[src/rtl/logic_gate_array_pkg.sv]
// lga_pkg: shared types and helpers for logic_gate_array.
//   lga_op_e    - 3-bit operation code carried on in_op
//   lga_state_e - burst FSM state
//   lga_eval()  - evaluates the single-beat gate ops (0-5) on up to 64 bits
//   lga_is_acc()- true for the two accumulate ops
package lga_pkg;

  typedef enum logic [2:0] {
    LGA_NOT     = 3'd0,
    LGA_AND     = 3'd1,
    LGA_OR      = 3'd2,
    LGA_NAND    = 3'd3,
    LGA_NOR     = 3'd4,
    LGA_XOR     = 3'd5,
    LGA_ACC_AND = 3'd6,
    LGA_ACC_OR  = 3'd7
  } lga_op_e;

  typedef enum logic {
    ST_IDLE  = 1'b0,
    ST_ACCUM = 1'b1
  } lga_state_e;

  localparam int LGA_MAX_W = 64;

  // Operands are zero-extended to 64 bits by the caller; the caller truncates
  // the result back, so the inverted upper bits never reach the output.
  function automatic logic [LGA_MAX_W-1:0] lga_eval(input lga_op_e op,
                                                    input logic [LGA_MAX_W-1:0] a,
                                                    input logic [LGA_MAX_W-1:0] b);
    logic [LGA_MAX_W-1:0] r;
    case (op)
      LGA_NOT:  r = ~a;
      LGA_AND:  r = a & b;
      LGA_OR:   r = a | b;
      LGA_NAND: r = ~(a & b);
      LGA_NOR:  r = ~(a | b);
      LGA_XOR:  r = a ^ b;
      default:  r = a;
    endcase
    return r;
  endfunction

  function automatic logic lga_is_acc(input lga_op_e op);
    return (op == LGA_ACC_AND) || (op == LGA_ACC_OR);
  endfunction

endpackage

[src/rtl/logic_gate_array_if.sv]
// logic_gate_array_if: operand/result handshake bundle for logic_gate_array.
//   in_*  : operand beat channel (valid/ready, op, A, B, last)
//   out_* : result channel (valid/ready, data, beat count, optional reductions)
//   master modport drives beats and accepts results; slave is the datapath.
// Optional feature macro: LGA_REDUCE_EN adds out_red.
interface logic_gate_array_if #(
  parameter int WIDTH = 8,
  parameter int CNT_W = 4
);
  logic             in_valid;
  logic             in_ready;
  logic [2:0]       in_op;
  logic [WIDTH-1:0] in_a;
  logic [WIDTH-1:0] in_b;
  logic             in_last;
  logic             out_valid;
  logic             out_ready;
  logic [WIDTH-1:0] out_data;
  logic [CNT_W-1:0] out_count;
`ifdef LGA_REDUCE_EN
  logic [2:0]       out_red;
`endif

  modport master (
`ifdef LGA_REDUCE_EN
    input  out_red,
`endif
    output in_valid, in_op, in_a, in_b, in_last, out_ready,
    input  in_ready, out_valid, out_data, out_count
  );

  modport slave (
`ifdef LGA_REDUCE_EN
    output out_red,
`endif
    input  in_valid, in_op, in_a, in_b, in_last, out_ready,
    output in_ready, out_valid, out_data, out_count
  );

endinterface

[src/rtl/logic_gate_array_out_reg.sv]
// lga_out_reg: result holding register with valid/ready semantics.
//   clk, reset      - clock, synchronous active-high reset
//   load_i          - a new result is presented this cycle
//   load_data_i     - result value, load_count_i - beats folded into it
//   out_ready_i     - downstream accepts the held result
//   out_valid_o/out_data_o/out_count_o - registered result
//   out_red_o       - {^,|,&} of the result (only with LGA_REDUCE_EN)
// Upstream only loads when the register is empty or being drained, so a
// load never overwrites a result that is still being held.
module lga_out_reg #(
  parameter int WIDTH = 8,
  parameter int CNT_W = 4
) (
  input  logic             clk,
  input  logic             reset,
  input  logic             load_i,
  input  logic [WIDTH-1:0] load_data_i,
  input  logic [CNT_W-1:0] load_count_i,
  input  logic             out_ready_i,
`ifdef LGA_REDUCE_EN
  output logic [2:0]       out_red_o,
`endif
  output logic             out_valid_o,
  output logic [WIDTH-1:0] out_data_o,
  output logic [CNT_W-1:0] out_count_o
);

  logic             valid_q;
  logic [WIDTH-1:0] data_q;
  logic [CNT_W-1:0] count_q;

  always_ff @(posedge clk) begin
    if (reset) begin
      valid_q <= 1'b0;
      data_q  <= '0;
      count_q <= '0;
    end else if (load_i) begin
      // covers the same-cycle drain-and-refill case without a bubble
      valid_q <= 1'b1;
      data_q  <= load_data_i;
      count_q <= load_count_i;
    end else if (out_ready_i) begin
      valid_q <= 1'b0;
      data_q  <= '0;
      count_q <= '0;
    end
  end

`ifdef LGA_REDUCE_EN
  logic [2:0] red_q;

  always_ff @(posedge clk) begin
    if (reset) begin
      red_q <= 3'b000;
    end else if (load_i) begin
      red_q <= {^load_data_i, |load_data_i, &load_data_i};
    end else if (out_ready_i) begin
      red_q <= 3'b000;
    end
  end

  assign out_red_o = red_q;
`endif

  assign out_valid_o = valid_q;
  assign out_data_o  = data_q;
  assign out_count_o = count_q;

endmodule

[src/rtl/logic_gate_array.sv]
// logic_gate_array: bitwise gate datapath with burst accumulate.
//   clk   - rising-edge clock
//   reset - synchronous active-high reset
//   bus   - logic_gate_array_if.slave (operand beats in, results out)
// Ops 0-5 give one result per beat; ops 6/7 fold in_a over a burst closed
// by in_last. Optional feature macro: LGA_REDUCE_EN (adds bus.out_red).
//
// state    | meaning
// ST_IDLE  | no burst open; next beat decides op
// ST_ACCUM | burst open; acc/cnt hold the partial fold, op latched
module logic_gate_array
  import lga_pkg::*;
#(
  parameter int WIDTH = 8,
  parameter int CNT_W = 4
) (
  input  logic                clk,
  input  logic                reset,
  logic_gate_array_if.slave   bus
);

  lga_state_e       state_q;
  logic [WIDTH-1:0] acc_q;
  logic [CNT_W-1:0] cnt_q;
  logic             acc_or_q;

  lga_op_e          op;
  logic             accept;
  logic             in_ready;
  logic [WIDTH-1:0] fold;
  logic [CNT_W-1:0] cnt_next;
  logic             load_d;
  logic [WIDTH-1:0] load_data_d;
  logic [CNT_W-1:0] load_count_d;

  assign op       = lga_op_e'(bus.in_op);
  assign in_ready = !bus.out_valid || bus.out_ready;
  assign accept   = bus.in_valid && in_ready;
  assign fold     = acc_or_q ? (acc_q | bus.in_a) : (acc_q & bus.in_a);
  assign cnt_next = (cnt_q == {CNT_W{1'b1}}) ? cnt_q : cnt_q + CNT_W'(1);

  assign bus.in_ready = in_ready;

  always_comb begin
    load_d       = 1'b0;
    load_data_d  = '0;
    load_count_d = '0;
    if (accept) begin
      if (state_q == ST_IDLE) begin
        if (!lga_is_acc(op)) begin
          load_d       = 1'b1;
          load_data_d  = WIDTH'(lga_eval(op, LGA_MAX_W'(bus.in_a), LGA_MAX_W'(bus.in_b)));
          load_count_d = CNT_W'(1);
        end else if (bus.in_last) begin
          load_d       = 1'b1;
          load_data_d  = bus.in_a;
          load_count_d = CNT_W'(1);
        end
      end else if (bus.in_last) begin
        load_d       = 1'b1;
        load_data_d  = fold;
        load_count_d = cnt_next;
      end
    end
  end

  always_ff @(posedge clk) begin
    if (reset) begin
      state_q  <= ST_IDLE;
      acc_q    <= '0;
      cnt_q    <= '0;
      acc_or_q <= 1'b0;
    end else if (accept) begin
      case (state_q)
        ST_IDLE: begin
          if (lga_is_acc(op) && !bus.in_last) begin
            acc_q    <= bus.in_a;
            cnt_q    <= CNT_W'(1);
            acc_or_q <= (op == LGA_ACC_OR);
            state_q  <= ST_ACCUM;
          end
        end
        ST_ACCUM: begin
          acc_q <= fold;
          cnt_q <= cnt_next;
          if (bus.in_last) begin
            state_q <= ST_IDLE;
          end
        end
        default: state_q <= ST_IDLE;
      endcase
    end
  end

  lga_out_reg #(
    .WIDTH (WIDTH),
    .CNT_W (CNT_W)
  ) u_out_reg (
    .clk          (clk),
    .reset        (reset),
    .load_i       (load_d),
    .load_data_i  (load_data_d),
    .load_count_i (load_count_d),
    .out_ready_i  (bus.out_ready),
`ifdef LGA_REDUCE_EN
    .out_red_o    (bus.out_red),
`endif
    .out_valid_o  (bus.out_valid),
    .out_data_o   (bus.out_data),
    .out_count_o  (bus.out_count)
  );

endmodule

[src/flat_wrapper.sv]
// flat-port wrapper written by rule: the top's interface ports become plain ports
module logic_gate_array_flat import lga_pkg::*;
#(
  parameter int WIDTH = 8,
  parameter int CNT_W = 4
)
  (clk, reset, bus_in_valid, bus_in_op, bus_in_a, bus_in_b, bus_in_last, bus_out_ready, bus_in_ready, bus_out_valid, bus_out_data, bus_out_count);
  logic_gate_array_if #(.WIDTH(WIDTH), .CNT_W(CNT_W)) bus_i ();
  input  logic clk;
  input  logic reset;
  input wire logic [$bits(bus_i.in_valid)-1:0] bus_in_valid;
  input wire logic [$bits(bus_i.in_op)-1:0] bus_in_op;
  input wire logic [$bits(bus_i.in_a)-1:0] bus_in_a;
  input wire logic [$bits(bus_i.in_b)-1:0] bus_in_b;
  input wire logic [$bits(bus_i.in_last)-1:0] bus_in_last;
  input wire logic [$bits(bus_i.out_ready)-1:0] bus_out_ready;
  output wire logic [$bits(bus_i.in_ready)-1:0] bus_in_ready;
  output wire logic [$bits(bus_i.out_valid)-1:0] bus_out_valid;
  output wire logic [$bits(bus_i.out_data)-1:0] bus_out_data;
  output wire logic [$bits(bus_i.out_count)-1:0] bus_out_count;
  assign bus_i.in_valid = bus_in_valid;
  assign bus_i.in_op = bus_in_op;
  assign bus_i.in_a = bus_in_a;
  assign bus_i.in_b = bus_in_b;
  assign bus_i.in_last = bus_in_last;
  assign bus_i.out_ready = bus_out_ready;
  assign bus_in_ready = bus_i.in_ready;
  assign bus_out_valid = bus_i.out_valid;
  assign bus_out_data = bus_i.out_data;
  assign bus_out_count = bus_i.out_count;
  logic_gate_array #(.WIDTH(WIDTH), .CNT_W(CNT_W)) u_core (.clk(clk), .reset(reset), .bus(bus_i));
endmodule
[config.mk]
export PLATFORM = sky130hd
export DESIGN_NAME = logic_gate_array_flat
export DESIGN_NICKNAME = d
export VERILOG_FILES = /design/src/rtl/logic_gate_array_pkg.sv /design/src/rtl/logic_gate_array_if.sv /design/src/rtl/logic_gate_array_out_reg.sv /design/src/rtl/logic_gate_array.sv /design/src/flat_wrapper.sv
export SDC_FILE = /design/constraint.sdc
export NUM_CORES = 1
export LEC_CHECK = 0
export CAP_MARGIN = 20
export CORE_MARGIN = 5
export CORE_UTILIZATION = 25
export CTS_BUF_LIST = sky130_fd_sc_hd__clkbuf_8
export DETAILED_ROUTE_END_ITERATION = 10
export PLACE_DENSITY = 0.55
export SYNTH_ARGS = -nofsm -noshare
export SYNTH_HDL_FRONTEND = slang
export SYNTH_SLANG_ARGS = --single-unit
export TNS_END_PERCENT = 100
[constraint.sdc]
create_clock -name clk -period 2.2 [get_ports clk]
set_clock_uncertainty 0.2 [all_clocks]
set_input_delay 0.33 -clock clk [delete_from_list [all_inputs] [get_ports clk]]
set_output_delay 0.33 -clock clk [all_outputs]
set_load 0.02 [all_outputs]
# After elaboration in Yosys (flattened, before gate mapping)
# Cells that the tools add are included.
# word_totals
out_inout_bits,14
memories,0
mem_bits_ro,0
reg_bits,27
mem_bits_rw,0
latchBits,0
elab_cells,66
# classes
shift,0
n_mux,30
n_eq_ne,9
add_sub_neg,1
n_div,0
n_bitwise,9
n_mul,0
magnitude_cmp,0
reduce_logical,10
# op_table
operator,count
8-bit 2-to-1 mux,9
8-bit one-hot mux with 6 select lines,1
4-bit 2-to-1 mux,8
8-bit inverter,3
8-bit AND,2
8-bit OR,2
8-bit one-hot mux with 2 select lines,1
3-bit equality test (second input constant),4
1-bit 2-to-1 mux,9
4-bit one-hot mux with 2 select lines,1
8-bit bitwise XOR,1
3-bit by 2-bit equality test with 1-bit output (second input constant),2
4-bit by 1-bit adder with 4-bit output (second input constant),1
4-bit equality test (second input constant),1
3-bit by 1-bit equality test with 1-bit output (second input constant),1
3-bit zero test,1
3-bit AND reduction,1
1-bit logical AND,2
1-bit zero test,2
1-bit logical OR,2
2-bit inequality test (second input constant),1
1-bit one-hot mux with 2 select lines,1
2-bit AND reduction,1
2-bit nonzero test,1
1-bit inverter,1

# Depth between registers and ports, before layout
# Gate-level depths: netlist (run 1).
# logic_depth
depth_word,7
mapped_depth,6
depth_no_buf,6

# By module
# Synthesis (run 1) repeated with hierarchy kept, for this count alone.
# unflattened
cells_unflattened,291
area_unflattened_um2,2402.3
# by_module_without_submodules
mod,cells_each,area_each_um2,instances
logic_gate_array,233,1811.7,1
lga_out_reg,58,590.6,1

# Worst setup path after synthesis (run 1)
# OpenSTA, ideal clock, no wires.
# synth_path
path_kind,flip-flop to flip-flop
start,register u_core.u_out_reg.valid_q (netlist: u_core.u_out_reg.out_valid_o)
end,register u_core.u_out_reg.data_q[2] (netlist: u_core.u_out_reg.out_data_o[2])
path_buffers,2
synth_period_minus_slack_ns,1.856
t_arrival_ns,1.598
path_slack_ns,0.344
path_stages_with_launch,7
cell_sequence,dfxtp_1 -> nand2b_1 -> buf_2 -> or4b_1 -> clkbuf_1 -> a311oi_1 -> a211o_1
# synth_via
elab_chain_cells,5
# synth_lines
element,line_no,source
from (decl),logic_gate_array_out_reg.sv:28,logic valid_q;
from (signal assigned),logic_gate_array_out_reg.sv:34,valid_q <= 1'b0;
from (signal assigned),logic_gate_array_out_reg.sv:39,valid_q <= 1'b1;
from (signal assigned),logic_gate_array_out_reg.sv:43,valid_q <= 1'b0;
1-bit zero test (*),logic_gate_array.sv:37,assign in_ready = !bus.out_valid || bus.out_ready;
1-bit logical OR (*),logic_gate_array.sv:37,
named net bus_in_ready,flat_wrapper.sv:17,output wire logic [$bits(bus_i.in_ready)-1:0] bus_in_ready;
1-bit logical AND (*),logic_gate_array.sv:38,assign accept = bus.in_valid && in_ready;
8-bit 2-to-1 mux or 1-bit 2-to-1 mux (tied branches),logic_gate_array.sv:48,if (accept) begin
8-bit 2-to-1 mux or 2-bit nonzero test (tied branches),--,
to (signal assigned),logic_gate_array_out_reg.sv:40,data_q <= load_data_i;
to (decl),logic_gate_array_out_reg.sv:29,logic [WIDTH-1:0] data_q;
# The timed path passes the listed nets; every way through them passes the cells marked *.
# A chain may end at the register's enable or synchronous reset.

# Worst setup path in the final report (run 1)
# layout_path
start,input bus_out_ready
end,output bus_in_ready
# layout_via
elab_chain_cells,1
# layout_lines
element,line_no,source
from (decl),flat_wrapper.sv:16,input wire logic [$bits(bus_i.out_ready)-1:0] bus_out_ready;
1-bit logical OR,logic_gate_array.sv:37,
to (decl),flat_wrapper.sv:17,
# No other way between the ends.

==> reports/qor.txt, run 1 <==
Initial antenna violation count: 0
CTS max path bufs: 2
Crit path top cell by count: clkdlybuf4s50_1
Root Buffer: clkbuf_8
Final Hold Violating Endpoints: 0
Cell taking the most area after synthesis: dfxtp_1
Reg area: 541 um2
Nets: 366
Pin count of the biggest net entering global routing: 28
Register share of total power: 0.439
Ant diodes: 0
Max Slew Vio Count: 0
Power per cell area: 410 nW/um2
Syn Inst Count: 264
Dpl hpwl: 4660 um
Switch share: 0.306
Post-route cell area: 2890 um2
Gr usage total: 0.118
Initial core utilization: 0.257
Top FF cell, synth: dfxtp_1
Cts-stage hold buffer count: 0
Slew HR: 0.671
Clock power frac: 0.254
CP max-delay cell: clkdlybuf4s50_1
Critical path, cell by cell: clkdlybuf4s50_1 -> nand2b_1 -> clkdlybuf4s50_1
Die ar.: 10400 um2
Post-Syn Area per Cell: 8.04 um2
Pre-CTS WS: -0.185 ns
Final setup fails: 0
Layout area overhead: 36.4%
Fmax: 478 MHz
Via count: 2124
Worst Tran Pin Value: 0.492 ns
Global-route wire length before repair: 10200 um
Vias per cell: 4.95
NetSw: 0.363 mW
Die Y-Extent: 102 um
Drt first pass iters: 4
Peak VDD IR: 0.184 mV
Yosys cell types: 52
CTS tree: built
Final WL: 6000 um
Status: finished, final reports clean
Sink Count: 27
Ports: 38
Starting DRT DRC Count: 123
Synthesized area: 2120 um2
Clock latency on the worst-skew pair: 0.28 ns
Total gr overflow: 0
Pleak: 1.17 nW
Layout cell share with drive strength beyond 1: 0.151
Row count: 33
Yosys reg bits: 27
CP max stage delay: 0.62 ns
Final core utilization: 0.350
Crit path kind: input pin to output pin
Sequential area share after synthesis: 0.255
Internal power: 0.824 mW
Crit path max fanout: 3
GPL Wtd Cong: 0.770
Met2 Use GR: 0.200
# Max-Cap Violations: 0
Post-synth EDFFs: 0
FFs w/ async S/R, synth: 0
Multi-input logic area: 1420 um2
RSZ-0062 raised after global routing: false
Hold_ws: 0.263 ns
DRC: 0
Tmin final: 2.09 ns
GRT met3 Usage: 0.0184
Reg clk slew, reported paths: 0.10 ns
Core region area: 8260 um2
Min-Delay Path Class: flip-flop to flip-flop
Final period utilization: 0.951
Area fraction of the dominant cell type after synthesis: 0.255
CP endpoint kind: output pin
Worst path top cell family by delay: buffers and inverters
CP startpoint kind: input pin
Final setup margin: 0.109 ns
Synthesis Warnings: 0
CP arrival: 1.56 ns
Combinational fraction of design power: 0.307
Most Used Layer, Global Route: met2
Total power: 1.19 mW
Synth area leaders: dfxtp_1, ha_1, a21oi_1
Bufs and invs on worst path: 2
Placed cell areas: 2840 um2
H-tree depth: 1
Net Count, Synth: 305
GR Util met1: 0.162
Post-route ant nets: 0
Filler Cell Count: 862
Num CTS Buffers: 3
WL/cell: 14.0 um
WP data required: 1.67 ns
DIE WIDTH: 102 um
Vias in the first global route: 2129
Port buffer count: 37
-- cells in the final DEF, fill, tap and decap left out, types with 3 or more instances in the layout --
cell             instances
a32oi_1                  7
a21oi_1                 23
nand2b_1                15
o32ai_1                  5
nand3_1                  5
o2bb2ai_1                7
inv_1                   21
ha_1                    17
nand2_1                 13
dfxtp_1                 27
o211ai_1                 7
clkbuf_8                 3
mux2i_1                  5
a2111oi_0                3
buf_4                   38
nor2b_1                 11
nor2_1                  16
maj3_1                   5
clkdlybuf4s50_1         37
o21ai_0                 10
-- worst reg2reg max path, stage by stage (launching register included) --
cell,delay (ns)
dfxtp_1,0.39
and2b_1,0.19
o41a_1,0.35
nor2b_4,0.15
a221o_1,0.35
-- stage by stage --
stage | cells | setup TNS [ns]
2_1_floorplan | 264 | 0
3_3_place_gp | 425 | -0.945
3_5_place_dp | 425 | -1.30
4_1_cts | 429 | 0
5_1_grt | 429 | 0
6_report | 429 | 0
-- routing by layer --
layer | part of all wire | up-vias | wire [um]
met2 | 0.46 | 41 | 2790
met3 | 0.049 | 2 | 295
met1 | 0.48 | 993 | 2880
li1 | - | 1088 | -
met4 | 0.0053 | 0 | 32
met5 | 0 | - | 0
-- sequential cells by signal (all words and copies together), names as in the netlist --
register and flops:
u_core.u_out_reg.out_data_o 8, u_core.state_q 1, u_core.cnt_q 4, u_core.acc_q 8
u_core.acc_or_q 1, u_core.u_out_reg.out_count_o 4, u_core.u_out_reg.out_valid_o 1
-- cells in the mapped netlist (4+ instances only) --
| cell | n |
|---|---|
| a2111oi_0 | 4 |
| a21oi_1 | 23 |
| a32oi_1 | 7 |
| buf_2 | 5 |
| clkbuf_1 | 13 |
| dfxtp_1 | 27 |
| ha_1 | 17 |
| inv_1 | 21 |
| maj3_1 | 5 |
| mux2i_1 | 5 |
| nand2_1 | 13 |
| nand2b_1 | 15 |
| nand3_1 | 5 |
| nor2_1 | 16 |
| nor2b_1 | 11 |
| o211ai_1 | 7 |
| o21ai_0 | 10 |
| o2bb2ai_1 | 7 |
| o32ai_1 | 5 |
-- cell families (layout without fill, tap and decap cells) --
kind of cell | count (synthesis) | after routing | share of synthesized area
AOI/OAI and AO/OA | 86 | 86 | 0.288
xor gates and xnor gates | 1 | 1 | 0.00413
adders and majority gates | 22 | 22 | 0.124
buffers and inverters | 41 | 101 | 0.0772
DFF | 27 | 27 | 0.255
muxes | 7 | 7 | 0.0342
and+or+nand+nor | 80 | 80 | 0.218
-- power by group through the flow --
| stage | registers (mW) | clock network, mW | logic [mW] |
|---|---|---|---|
| finish | 0.521 | 0.302 | 0.364 |
| global route | 0.524 | 0.325 | 0.404 |
| CTS | 0.521 | 0.309 | 0.367 |
| detailed placement | 0.532 | 0 | 0.365 |
| global placement | 0.533 | 0 | 0.360 |
| floorplan | 0.545 | 0 | 0.166 |
-- final cells by class --
cell class	instances	area share
Multi-Input combinational cell	196	0.490
Timing Repair Buffer	76	0.233
Sequential cell	27	0.187
Tap cell	105	0.0454
Inverter	21	0.0272
Clock buffer	3	0.0143
Clock inverter	1	0.00259
-- worst paths after layout --
path / slack (ns) / end / start / cells past startpoint
worst max-delay path: 0.11 / bus_in_ready / bus_out_ready / 3
worst min-delay path: 0.26 / u_core.u_out_reg.out_count_o[1] / u_core.u_out_reg.out_count_o[1] / 2
worst max register to register: 0.48 / u_core.u_out_reg.out_data_o[5] / u_core.state_q / 4
worst min register to register: 0.26 / u_core.u_out_reg.out_count_o[1] / u_core.u_out_reg.out_count_o[1] / 2
-- repair_timing --
item                                    4_1_cts  5_1_grt
endpoints found under the setup margin        0        1
setup buffers                                 0        0
hold endpoints to repair                      0        0
resized for setup                             0        1
Power figures use the tool's default switching activity.
==> inputs of run 2 (changes only) <==
GPL_TIMING_DRIVEN = 0   (was not set)
SLEW_MARGIN = 20   (was not set)
TNS_END_PERCENT = not set   (was 100)
==> reports/qor.txt, run 2 (synthesized netlist as in run 1, its figures left out) <==
Worst hold start: reset
Nets: 347
Commonest non-fill, non-tap cell in the layout: clkdlybuf4s50_1
Final WL: 6090 um
Peak VDD IR: 0.173 mV
Row count: 33
# Max-Cap Violations: 0
Pin count of the biggest net entering global routing: 16
Crit path kind: input pin to flip-flop
Slew HR: 0.650
Cts-stage hold buffer count: 0
Min-Delay Path Class: input pin to flip-flop
Clock latency on the worst-skew pair: 0.27 ns
Ports: 38
Total gr overflow: 0
Root Buffer: clkbuf_8
Die Y-Extent: 102 um
CP max stage delay: 0.46 ns
CP endpoint kind: flip-flop
Status: finished, final reports clean
Global-route wire length before repair: 10300 um
Layout area overhead: 27.1%
Pleak: 1.09 nW
Via count: 2085
Vias in the first global route: 2121
CTS tree: built
CP startpoint kind: input pin
Most frequent cells in the layout: clkdlybuf4s50_1, dfxtp_1, a21oi_1, inv_1, ha_1
CTS max path bufs: 2
Final period utilization: 0.974
Final setup fails: 0
Placed cells: 405
Drt first pass iters: 5
CP arrival: 2.17 ns
Worst Tran Pin Value: 0.526 ns
Worst R2R Start: u_core.u_out_reg.out_valid_o
Final setup margin: 0.0569 ns
Power per cell area: 419 nW/um2
DIE WIDTH: 102 um
CP max-delay cell: clkdlybuf4s50_1
WL/cell: 14.9 um
Core region area: 8260 um2
Pre-CTS WS: -0.413 ns
Starting DRT DRC Count: 78
Gr usage total: 0.122
Worst Setup SP: bus_out_ready
DRC: 0
Port buffer count: 36
Crit path max fanout: 8
Vias per cell: 5.09
Num CTS Buffers: 3
Setup TNS: 0 ns
Dpl hpwl: 4760 um
Post-route ant nets: 0
Reg clk slew, reported paths: 0.09 ns
Final non-filler cell total: 410
Tmin final: 2.14 ns
Initial antenna violation count: 0
Max Slew Vio Count: 0
Final Hold Violating Endpoints: 0
Initial core utilization: 0.257
H-tree depth: 1
GPL Wtd Cong: 0.808
Ant diodes: 0
Die ar.: 10400 um2
Layout cell share with drive strength beyond 1: 0.0787
Critical path, cell by cell: clkdlybuf4s50_1 -> nand2b_1 -> buf_2 -> or4b_1 -> clkbuf_1 -> a311oi_1 -> a211o_1
WP data required: 2.23 ns
Fmax: 467 MHz
RSZ-0062 raised after global routing: true
Sink Count: 27
[run 2: final cells by class]
type | count | area [um2]
inverters | 21 | 78.8
multi-input cells | 196 | 1430
repair buffers | 37 | 377
clock inverters | 1 | 5.00
fillers | 901 | 5560
well taps | 105 | 131
flip-flops and latches | 27 | 541
plain buffers | 20 | 95.1
clock buffers | 3 | 41.3
[run 2: worst max-delay path, delay by kind of cell]
family	cells	cell delay (ns)
buffers and inverters	3	0.87
AND/OR/NAND/NOR	2	0.54
AO/OA/AOI/OAI	2	0.43
[run 2: what timing repair did]
item                       in CTS  in global routing
resized for setup               8                 15
setup endpoints to repair      10                 16
buffers inserted                0                  1
pin swaps                       0                  1
[run 2: worst paths after layout]
kind | slack, ns | end | depth (start not counted)
worst min register to register | 0.26 | u_core.u_out_reg.out_count_o[3] | 2
worst min-delay path | 0.24 | u_core.acc_q[2] | 3
worst max register to register | 0.25 | u_core.u_out_reg.out_data_o[7] | 6
worst max-delay path | 0.06 | u_core.u_out_reg.out_data_o[7] | 7
[run 2: power breakdown]
part / switching, mW / total (mW) / internal, mW / leakage, nW
Clock: 0.158 / 0.285 / 0.127 / 0.0255
Sequential: 0.0134 / 0.520 / 0.507 / 0.220
Combinational: 0.176 / 0.324 / 0.148 / 0.850
Total: 0.348 / 1.13 / 0.782 / 1.09
[run 2: stage by stage]
stage | util | power, mW | area, um2 | hold WS [ns]
2_1_floorplan | - | 0.710 | 2120 | 0.244
3_3_place_gp | 0.317 | 0.849 | 2610 | 0.242
3_5_place_dp | 0.317 | 0.852 | 2610 | 0.246
4_1_cts | 0.322 | 1.14 | 2660 | 0.227
5_1_grt | 0.327 | 1.20 | 2700 | 0.249
6_report | 0.327 | 1.13 | 2700 | 0.238
[run 2: per-layer routing]
metal / part of all wire / track usage / up-vias
li1: - / - / 1049
met1: 0.48 / 0.169 / 988
met2: 0.46 / 0.198 / 40
met3: 0.047 / 0.0225 / 8
met4: 0.012 / 0.0272 / 0
met5: 0 / 0 / -
==> edit, RTL diff (settings of run 2) <==
`CNT_W` is set to 4 in 4 places; all go to 3.
--- a/src/rtl/logic_gate_array_if.sv
+++ b/src/rtl/logic_gate_array_if.sv
@@ -7,3 +7,3 @@
   parameter int WIDTH = 8,
-  parameter int CNT_W = 4
+  parameter int CNT_W = 3
 );
--- a/src/rtl/logic_gate_array_out_reg.sv
+++ b/src/rtl/logic_gate_array_out_reg.sv
@@ -11,3 +11,3 @@
   parameter int WIDTH = 8,
-  parameter int CNT_W = 4
+  parameter int CNT_W = 3
 ) (
--- a/src/rtl/logic_gate_array.sv
+++ b/src/rtl/logic_gate_array.sv
@@ -14,3 +14,3 @@
   parameter int WIDTH = 8,
-  parameter int CNT_W = 4
+  parameter int CNT_W = 3
 ) (
--- a/src/flat_wrapper.sv
+++ b/src/flat_wrapper.sv
@@ -4,3 +4,3 @@
   parameter int WIDTH = 8,
-  parameter int CNT_W = 4
+  parameter int CNT_W = 3
 )
Ports: changed (resized bus_out_count); port bits go from 38 to 37. The function was not compared with the original's and may differ.
==> edit against run 2 <==
- critical path depth unchanged
- clock power fell by 6%
- count of clock-buffer cells in the layout unchanged
- die area shrank 6.8%
- critical path type unchanged
- power fell by 5.3%
- cell area decreased by 7.7%
- area after synthesis is 7.5% lower
- routed wire length down 6.2%
- sequential cell count down 2
- final cell count decreased by 8.8%
- combinational power shrank 2%
- worst setup slack improved by 1.4 ps
==> edit: results <==
drt:
  vias: 1869
  routedWlPerCell_um: 15.28
  drt_iter0_markers: 85
  first_pass_iters: 4
  vias_per_cell: 4.997
synth:
  synth_nets: 275
  ys_seq_area_frac: 0.2551
  synth_area_leaders: "dfxtp_1, ha_1, mux2i_1"
  synth.avg_cell_area_um2: 8.384
  synthDistinctLibCells: 43
worst_setup_path:
  worstPathArrival_ps: 2100
  slowest_delay_ps: 650
  worstPathMaxFanout: 7
  rr_startpoint: "u_core.state_q"
  reg2reg_slack_ps: 360
  r2r_cells: 5
grt:
  grt_pass1_wl_um: 9246
  grt_max_degree: 14
  grt_util_all_layers: 0.1144
timing:
  whs_ps: 292.1
  worst_slew_pin_slew_ps: 678.2
finish:
  final_nets: 314
  layout-drive-gt1-share: 0.07721
status:
  status: "finished, final reports clean"
power_and_ir_drop:
  leakagePower_nw: 0.9970
  peakVddDrop_mv: 0.2416
placed_design:
  preCtsSetupSlack_ps: -320.0
  port_buffers: 33
  gp_congestion: 0.8470
  dp_cells: 369
min_path:
  hold_depth: 1
  whs_endpoint: "u_core.u_out_reg.out_data_o[6]"
  hp-start: "u_core.u_out_reg.out_data_o[6]"
  min_path_type: "flip-flop to flip-flop"
## edit: cell types whose count changed after synthesis, moves of 5 or more
cell / delta
a221o_1: +7
a311oi_1: +6
a31oi_1: +5
a32oi_1: -6
clkbuf_1: -7
mux2i_1: +5
nand2_1: -11
nand2b_1: -8
nor2b_1: -5
o2bb2ai_1: -7
o32ai_1: -5
## edit: kinds of logic (layout without fill, tap and decap cells)
group | Yosys count | count (layout) | synth area share
buffers and inverters | 35 | 73 | 0.08163
AO/OA/AOI/OAI | 76 | 76 | 0.2691
multiplexers | 11 | 11 | 0.05676
flip-flops | 25 | 25 | 0.2551
AND/OR/NAND/NOR | 62 | 62 | 0.1881
adder cells (fa/ha/maj) | 25 | 25 | 0.1492
## edit: worst max-delay path by stage
stage                                            start                        endpoint  slack, ps  cells after the start
after floorplan           u_core.u_out_reg.out_valid_o  u_core.u_out_reg.out_data_o[0]        450                      6
after global placement                    bus_in_op[1]  u_core.u_out_reg.out_data_o[5]       -330                      6
after detailed placement                  bus_in_op[1]  u_core.u_out_reg.out_data_o[5]       -320                      6
after CTS                                bus_out_ready  u_core.u_out_reg.out_data_o[0]         20                      6
after global routing                       bus_in_a[0]  u_core.u_out_reg.out_data_o[0]          5                      7
final                                      bus_in_a[0]  u_core.u_out_reg.out_data_o[0]         60                      7
## edit: power breakdown
part	internal [mW]	leakage, nW	switching, mW
registers	0.471	0.203	0.0120
logic	0.145	0.767	0.173
clock network	0.125	0.0269	0.144
total	0.741	0.997	0.328
## edit: through the flow
stage | TNS (ps) | util
5_1_grt | 0 | 0.3241
3_3_place_gp | -2806 | 0.3148
6_report | 0 | 0.3241
4_1_cts | 0 | 0.3216
3_5_place_dp | -2545 | 0.3148
2_1_floorplan | 0 | -
## edit: repair_timing
| item | in CTS | in global routing |
|---|---|---|
| gates resized for setup | 3 | 3 |
| setup endpoints to repair | 5 | 8 |
| buffers inserted | 0 | 1 |
| pin swaps | 0 | 1 |
| hold endpoints to repair | 0 | 0 |
| cloned | 0 | 0 |
## edit: area by class of cell
type | instances | area (µm²)
buffer | 17 | 95.09
clock buffer | 3 | 41.29
clock inverter | 1 | 3.754
fill | 838 | 5196
inverter | 18 | 67.56
multi-input combinational | 174 | 1316
sequential | 25 | 500.5
tap | 102 | 127.6
timing repair buffer | 34 | 339.1
## edit: per-layer routing
metal	up-vias	GRT usage	part of all wire	wire length [µm]
met2	28	0.1919	0.47	2671
met3	2	0.03185	0.036	206
met1	894	0.1510	0.49	2829
met4	0	0.01366	0.0014	8
li1	945	-	-	-
met5	-	0	0	0
